--- src/rtl/instruction_sequencer.sv ---
// instruction_sequencer: fetch/decode/mem/execute controller gating decoder write strobes and owning the PC
module instruction_sequencer #(
    parameter int                ADDR_W   = 8,
    parameter int                RAM_LAT  = 1,
    parameter logic [ADDR_W-1:0] RESET_PC = '0
) (
    input  logic              clk_i,
    input  logic              rst_ni,
    input  logic              start_i,
    output logic [ADDR_W-1:0] flash_addr_o,
    output logic              flash_rd_o,
    input  logic              flash_ready_i,
    input  logic [31:0]       flash_data_i,
    output logic [31:0]       instruction_o,
    input  logic              dec_reg1_wr_i,
    input  logic              dec_reg2_wr_i,
    input  logic              dec_ram_wr_i,
    input  logic [1:0]        dec_mux_left_i,
    input  logic [1:0]        dec_mux_right_i,
    output logic              reg1_we_o,
    output logic              reg2_we_o,
    output logic              ram_we_o,
    output logic              ram_re_o,
    output logic              busy_o,
    output logic              halted_o
);
    typedef enum logic [2:0] {S_IDLE, S_FETCH, S_DECODE, S_MEM, S_EXEC, S_HALT} state_e;

    state_e            state_q, state_d;
    logic [ADDR_W-1:0] pc_q, pc_d;
    logic [31:0]       ir_q, ir_d;
    logic [3:0]        cnt_q, cnt_d;
    logic              exec;

    // State, PC, instruction register and MEM counter; reset aborts any instruction in flight
    always_ff @(posedge clk_i or negedge rst_ni) begin
        if (!rst_ni) begin
            state_q <= S_IDLE;
            pc_q    <= RESET_PC;
            ir_q    <= '0;
            cnt_q   <= '0;
        end else begin
            state_q <= state_d;
            pc_q    <= pc_d;
            ir_q    <= ir_d;
            cnt_q   <= cnt_d;
        end
    end

    // Next-state logic; bit 21 of the instruction halts, bit 20 jumps to its low address bits
    always_comb begin
        state_d = state_q;
        pc_d    = pc_q;
        ir_d    = ir_q;
        cnt_d   = cnt_q;
        case (state_q)
            S_IDLE, S_HALT: if (start_i) state_d = S_FETCH;
            S_FETCH: begin
                if (flash_ready_i) begin
                    ir_d    = flash_data_i;
                    state_d = S_DECODE;
                end
            end
            S_DECODE: state_d = (dec_mux_left_i == 2'b10 || dec_mux_right_i == 2'b10) ? S_MEM : S_EXEC;
            S_MEM: begin
                if (cnt_q == 4'(RAM_LAT - 1)) begin
                    cnt_d   = '0;
                    state_d = S_EXEC;
                end else begin
                    cnt_d = cnt_q + 4'd1;
                end
            end
            S_EXEC: begin
                pc_d    = ir_q[20] ? ir_q[ADDR_W-1:0] : pc_q + ADDR_W'(1);
                state_d = ir_q[21] ? S_HALT : S_FETCH;
            end
            default: state_d = S_IDLE;
        endcase
    end

    assign exec          = state_q == S_EXEC;
    assign flash_addr_o  = pc_q;
    assign flash_rd_o    = state_q == S_FETCH;
    assign instruction_o = ir_q;
    assign ram_re_o      = state_q == S_MEM;
    assign reg1_we_o     = exec & dec_reg1_wr_i;
    assign reg2_we_o     = exec & dec_reg2_wr_i;
    assign ram_we_o      = exec & dec_ram_wr_i;
    assign busy_o        = state_q inside {S_FETCH, S_DECODE, S_MEM, S_EXEC};
    assign halted_o      = state_q == S_HALT;
endmodule

--- config.mk ---
export PLATFORM = sky130hd
export DESIGN_NAME = instruction_sequencer
export DESIGN_NICKNAME = d
export VERILOG_FILES = /design/src/rtl/instruction_sequencer.sv
export SDC_FILE = /design/constraint.sdc
export NUM_CORES = 1
export LEC_CHECK = 0
export BUFFER_PORTS_ARGS = -buffer_cell sky130_fd_sc_hd__buf_2
export CORE_AREA = 10 10 73 91
export CTS_CLUSTER_DIAMETER = 50
export DETAILED_ROUTE_END_ITERATION = 16
export DIE_AREA = 0 0 83 101
export PLACE_DENSITY_LB_ADDON = 0.12
export SETUP_SLACK_MARGIN = 0.3
export SYNTH_ARGS = -nofsm -noshare
export SYNTH_HDL_FRONTEND = slang
export SYNTH_SLANG_ARGS = --single-unit
export TNS_END_PERCENT = 10
--- constraint.sdc ---
create_clock -name clk_i -period 1.9 [get_ports clk_i]
set_input_delay 0.19 -clock clk_i [delete_from_list [all_inputs] [get_ports clk_i]]
set_output_delay 0.19 -clock clk_i [all_outputs]
set_load 0.1 [all_outputs]
* After elaboration in Yosys (flattened, before gate mapping)
Cells that the tools add are included.
Operators by class: add/sub/neg operators 2, equality and inequality tests 10, muxes and demuxes 8, bitwise operators 3, reductions and logical operators 7
Operator list (count):
- 2-to-1 mux 3 bit | 5
- case mux 3 bit (5 select lines) | 1
- adder 8 x 1 -> 8 bit (second input constant) | 1
- 2-to-1 mux 8 bit | 1
- == test 3 x 2 -> 1 bit (second input constant) | 2
- == test 3 bit (second input constant) | 2
- adder 4 x 1 -> 4 bit (second input constant) | 1
- == test 2 bit (second input constant) | 2
- logical NOT 4 bit | 1
- 2-to-1 mux 4 bit | 1
- != test 2 x 1 -> 1 bit (second input constant) | 2
- nonzero test 4 bit | 1
- AND 1 bit | 3
- == test 3 x 1 -> 1 bit (second input constant) | 1
- logical NOT 3 bit | 1
- AND reduction 3 bit | 1
- != test 2 bit (second input constant) | 1
- AND reduction 2 bit | 1
- OR reduction 2 bit | 1
- logical OR 1 bit | 1
Word-level totals: register bits after elaboration 47, output and inout bits 47

* Depth between registers and ports, before layout
Gate-level depths: netlist of run 1.
depth after elaboration 4, gate-level depth with buffers 6

* Worst setup path before layout of run 1
No wires, ideal clock.
path kind reg-to-output, from register state_q[2], to output busy_o, arrival 2.112 ns, data required time 1.710 ns, slack -0.402 ns, cell stages (with the launch flop) 3, cells stage by stage dfrtp_1 > buf_4 > xnor2_1
Between the ends: word-level cells in the longest chain between the ends 2, elaborated cells between the ends (all ways) 5, those cells by class eq/ne: 4; reduce/logical: 1
Ends and longest elaborated chain:
- from (decl) | RTL line 29 | state_e state_q, state_d;
- from (signal assigned) | RTL line 43 | state_q <= state_d;
- == test 3 x 1 -> 1 bit, or another cell as far along | RTL line 89 | assign busy_o = state_q inside {S_FETCH, S_DECODE, S_MEM, S_EXEC};
- nonzero test 4 bit (*) | RTL line 89
- to (decl) | RTL line 24 | output logic busy_o,
Every way passes the cells marked *; elsewhere a longest branch is shown, timed or not.

* Final worst setup path of run 1
from register state_q[0], to output ram_we_o
Between the ends: word-level cells in the longest chain between the ends 2
Ends and longest elaborated chain:
- == test 3 bit | RTL line 81 | assign exec = state_q == S_EXEC;
- AND 1 bit | RTL line 88 | assign ram_we_o = exec & dec_ram_wr_i;
- to (decl) | RTL line 22 | output logic ram_we_o,
Every way passes these cells.

==> results of run 1 <==
-- repair_timing --
action | in CTS | in global routing
pin swaps | 1 | 4
resized for setup | 8 | 5
hold buffers | 1 | 0
setup endpoints to repair | 9 | 43
hold endpoints to repair | 30 | 0
setup buffers | 2 | 0
-- logic make-up (layout without fill, tap and decap cells) --
family	Yosys count	in the layout	synth area share, %
AO/OA/AOI/OAI	34	34	8.42
multiplexers	33	33	20.6
buffers and inverters	15	114	4.24
XOR/XNOR	2	2	0.761
AND/OR/NAND/NOR	54	54	13.3
flip-flops	47	47	51.1
adder cells (fa/ha/maj)	3	3	1.63
-- cells in the mapped netlist (2+ instances only) --
cell type	n	area, um^2
a21oi_1	13	65.1
a22o_1	2	17.5
a31o_2	2	17.5
and2_1	4	25.0
and3_1	4	25.0
buf_2	3	15.0
buf_4	2	15.0
buf_6	4	45.0
dfrtp_1	47	1180
ha_1	3	37.5
inv_1	5	18.8
mux2_1	4	45.0
mux2_4	28	420
nand2_1	13	48.8
nand2b_1	4	25.0
nand3_1	5	25.0
nor2_1	8	30.0
nor2b_1	4	25.0
o21ai_1	11	55.1
o22ai_1	3	18.8
xnor2_1	2	17.5
-- registers in the layout (all words and copies together), names as in the netlist --
register / flops
flash_addr_o: 8
cnt_q: 4
instruction_o: 32
state_q: 3
-- tightest hold or removal path: cells and delay by family --
family,cells,cell delay [ns]
buf+inv,1,0.07
compound gates,1,0.06
simple gates,1,0.04
-- path summary, 6_finish.rpt --
path                             startpoint                 to  slack [ns]  depth (start not counted)
max reg2reg                      state_q[1]  instruction_o[14]        0.33                          4
max                              state_q[0]           ram_we_o        0.24                          4
min in group asynchronous            rst_ni    flash_addr_o[4]        0.46                          2
min reg2reg                        cnt_q[3]           cnt_q[3]        0.50                          1
max in group asynchronous            rst_ni  instruction_o[29]        0.83                          3
min                        flash_data_i[20]  instruction_o[20]        0.09                          3
-- routing by layer --
metal  wire (um)  vias up  track usage (%)
li1            -      861                -
met1        2360      860             16.0
met2        3090       60             23.9
met3         317       10             4.21
met4         128        0             5.38
met5           0        -                0
-- cell type report --
cell class,count,area [um^2]
fillers,426,1840
flip-flops and latches,47,1180
multi-input cells,126,1070
repair buffers,101,653
clock buffers,6,82.6
well taps,62,77.6
inverters,5,18.8
clock inverters,2,16.3
-- through the flow --
stage | cells | cell area [um^2] | hold WS [ns] | util [%] | TNS (ns)
CTS | 349 | 3080 | 0.0881 | 62.4 | 0
floorplan | 188 | 2320 | -0.106 | - | -0.360
global route | 349 | 3090 | 0.102 | 62.7 | 0
detailed placement | 338 | 2940 | 0.287 | 59.5 | 0
global placement | 338 | 2940 | 0.284 | 59.5 | 0
finish | 349 | 3090 | 0.0895 | 62.7 | 0
==> run metrics, run 1 <==
routed vias=between 1500 and 2000; Nets=332; largest net degree at the start of global routing=33; status=complete, no violations; CTS tree=built; CTS buffer count=5; most frequent cells in the layout=81 x buf_2, 45 x dfrtp_1, 28 x mux2_4; Root Buffer Master=clkbuf_8; Crit. End Element=primary output; RSZ-0062 raised after global routing=yes; initial antenna violation count=0; Cell Rows=29; Initial Utilization=a little under half; Vias/cell=5.13; post-synthesis sequential area ratio=51.1%; First-pass DRT Iterations=4; Layout Skew=0.00987 ns; Max transition margin=a little over half; mean post-synth cell area=12.3 um^2; Final Cycle Share=between 80% and 90%; post-synthesis async set-or-reset flop share=100%; max-slew violations=0; area added between synthesis and finish=34.3%; max-cap violations=0; Ant. Diodes=0; fraction of layout cells with a size suffix above 1=53.3%; die height=101 um; Crit Path Category=reg -> out; Clock Latency Late Sink=0.30 ns; all-layer global routing usage=13.9%; crit path DAT=1.47 ns; wire per inst=16.9 um; IO Port Bufs=89; vias in the first global route=1868; EDFF count, synth=0; fin crit period=1.66 ns; clk slew on worst S/H paths=roughly 0.09 ns; Post-Syn Instances=about 190; Placer Congestion=approximately 0.85; crit-path cells=buf_6, nor3b_4, and2_4, buf_12; setup slack after layout=0.236 ns; Synth Net Count=between 200 and 250; critical path's slowest cell=dfrtp_1; ANT nets after route=0; Critical Path RT=1.71 ns; full die area=0.00838 mm^2; clk buf depth=2; Core ar.=a little under 0.005 mm^2; WP buf/inv=2; Max Fanout on Critical Path=7; commonest non-fill, non-tap cell in the layout=buf_2; htree depth=2; Startpoint Class=flop; CP top delay family=simple AND/OR/NAND/NOR gates; Hold WC Path Type=in -> reg; # setup viols final=0; # DRC=0; first-pass GRT wire length=9.67 mm; Final Hold Viols=0; Place WS=around 0.31 ns; clk sink count=47; drt total wl=5.90 mm; synth warn=0; worst-margin pin slew=0.704 ns; Seq cells post-synth=47; crit-path max cell delay=0.41 ns; DP Wirelength=4.56 mm; Starting DRT DRC Count=118; grt ovf=0; I/O pins=90; synthesized area=0.00230 mm^2; achievable frequency=~600 MHz; Die X=83 um; top_reg_cell synth=dfrtp_1; synth unique cells=38
Power of run 1 is not shown: default switching activity piles up to over one toggle a cycle in this logic, so the estimate is an artifact.
==> inputs of run 2 (changes only) <==
Settings changed: RECOVER_POWER set to 50.
==> run 2 against run 1 <==
  * Global-route usage did not move
  * Clock skew is essentially flat
  * Worst hold slack improved by 0.0012 ns
  * Clock-buffer cell count unchanged
  * Worst setup slack lost 0.0020 ns
  * Non-clock buffer count stayed put
  * Sequential cell count unchanged
  * Critical path type unchanged
  * Final cell count stayed put
  * Sequential share of layout area grew 0.093 points
  * Critical endpoint unchanged
  * Highest routed layer unchanged
==> run metrics, run 2 (same netlist as run 1, synthesis figures left out) <==
FILL cells=425 (was 426); First-pass DRT Iterations=4 (unchanged); fraction of layout cells with a size suffix above 1=52.6% (was 53.3%); vias in the first global route=1868 (unchanged); wire per inst=16.9 um (about the same); routed vias=1798 (was 1791); Die X=83 um (unchanged); worst reg2reg startpoint=state_q[1] (unchanged); die height=101 um (unchanged); CTS buffer count=5 (unchanged); Hold WC Path Type=in -> reg (unchanged); CTS tree=built (unchanged); Critical Path RT=1.71 ns (about the same); Final Hold Viols=0 (unchanged); I/O pins=90 (unchanged); DP Wirelength=4.56 mm (unchanged); clk sink count=47 (unchanged); fin crit period=1.67 ns (was 1.66 ns); Layout Skew=0.00940 ns (was 0.00987 ns); most frequent cells in the layout=59 x buf_2, 45 x dfrtp_1, 28 x mux2_4 (was 81 x buf_2, 45 x dfrtp_1, 28 x mux2_4); Max Fanout on Critical Path=7 (unchanged); Cell Rows=29 (unchanged); Startpoint Class=flop (unchanged); full die area=0.00838 mm^2 (unchanged); clk buf depth=2 (unchanged); Ant. Diodes=0 (unchanged); Vias/cell=5.15 (was 5.13); # setup viols final=0 (unchanged); # DRC=0 (unchanged); all-layer global routing usage=13.9% (unchanged); max reg flops=32 (unchanged); Core ar.=0.00493 mm^2 (unchanged); IO Port Bufs=89 (unchanged); ANT nets after route=0 (unchanged); Final Cycle Share=87.7% (was 87.6%); clk slew on worst S/H paths=0.09 ns (about the same); grt ovf=0 (unchanged); Initial Utilization=46.7% (unchanged); Starting DRT DRC Count=107 (was 118); Hold WS=0.0908 ns (was 0.0895 ns); max-slew violations=0 (unchanged); crit path DAT=1.48 ns (was 1.47 ns); htree depth=2 (unchanged); commonest non-fill, non-tap cell in the layout=buf_2 (unchanged); Util after Layout=62.5% (was 62.7%); initial antenna violation count=0 (unchanged); Placer Congestion=0.852 (unchanged); drt total wl=5.91 mm (was 5.90 mm); worst-margin pin slew=0.790 ns (was 0.704 ns); Nets=332 (unchanged); Clock Latency Late Sink=0.30 ns (about the same); min-delay src=flash_data_i[20] (unchanged); Root Buffer Master=clkbuf_8 (unchanged); Crit Path Category=reg -> out (unchanged); worst r2r path cells=4 (unchanged); Max transition margin=47.4% (was 53.1%); first-pass GRT wire length=9.67 mm (unchanged); hold path cells=3 (unchanged); Crit. End Element=primary output (unchanged); largest net degree at the start of global routing=33 (unchanged); RSZ-0062 raised after global routing=yes (unchanged); status=complete, no violations (unchanged); max-cap violations=0 (unchanged); achievable frequency=600 MHz (was 601 MHz); worst setup path start=state_q[0] (unchanged); area added between synthesis and finish=33.9% (was 34.3%)
## run 2: metrics by stage
step	setup slack [ns]	cells	TNS [ns]	instance area [um^2]
6_report	0.234	349	0	3090
5_1_grt	0.174	349	0	3090
4_1_cts	0.209	349	0	3080
3_5_place_dp	0.312	338	0	2940
3_3_place_gp	0.342	338	0	2940
2_1_floorplan	-0.0977	188	-0.360	2320
## run 2: critical path, cell delays in order, from the launching register on
cell     delay [ns]
dfrtp_1        0.41
buf_6          0.15
nor3b_4        0.25
and2_4         0.20
buf_12         0.16
## run 2: timing repair
action | CTS | global route
setup buffers | 2 | 0
pin swaps | 1 | 4
endpoints found under the setup margin | 9 | 43
endpoints found under the hold margin | 30 | 0
hold buffers | 1 | 0
gates resized for setup | 8 | 5
## run 2: final timing paths
path	to	slack [ns]
min in group asynchronous	flash_addr_o[4]	0.49
worst max register to register	instruction_o[14]	0.33
worst max-delay path	ram_we_o	0.23
worst min-delay path	instruction_o[20]	0.09
max in group asynchronous	instruction_o[29]	0.52
worst min register to register	cnt_q[3]	0.50
## run 2: metal layers
layer | vias to the layer above | GRT usage, % | share of wire [%]
met5 | - | 0 | 0
met4 | 0 | 5.38 | 2.2
met3 | 10 | 4.21 | 5.4
met2 | 62 | 23.9 | 52
met1 | 864 | 16.0 | 41
li1 | 862 | - | -
## run 2: cell type report
type,instances,area (um^2),share of cell area [%]
Clock buffer,6,82.6,2.68
Clock inverter,2,16.3,0.527
Inverter,5,18.8,0.608
Multi-Input combinational cell,126,1070,34.5
Sequential cell,47,1180,38.2
Tap cell,62,77.6,2.51
Timing Repair Buffer,101,646,20.9
Power of run 2 is left out for the same reason.
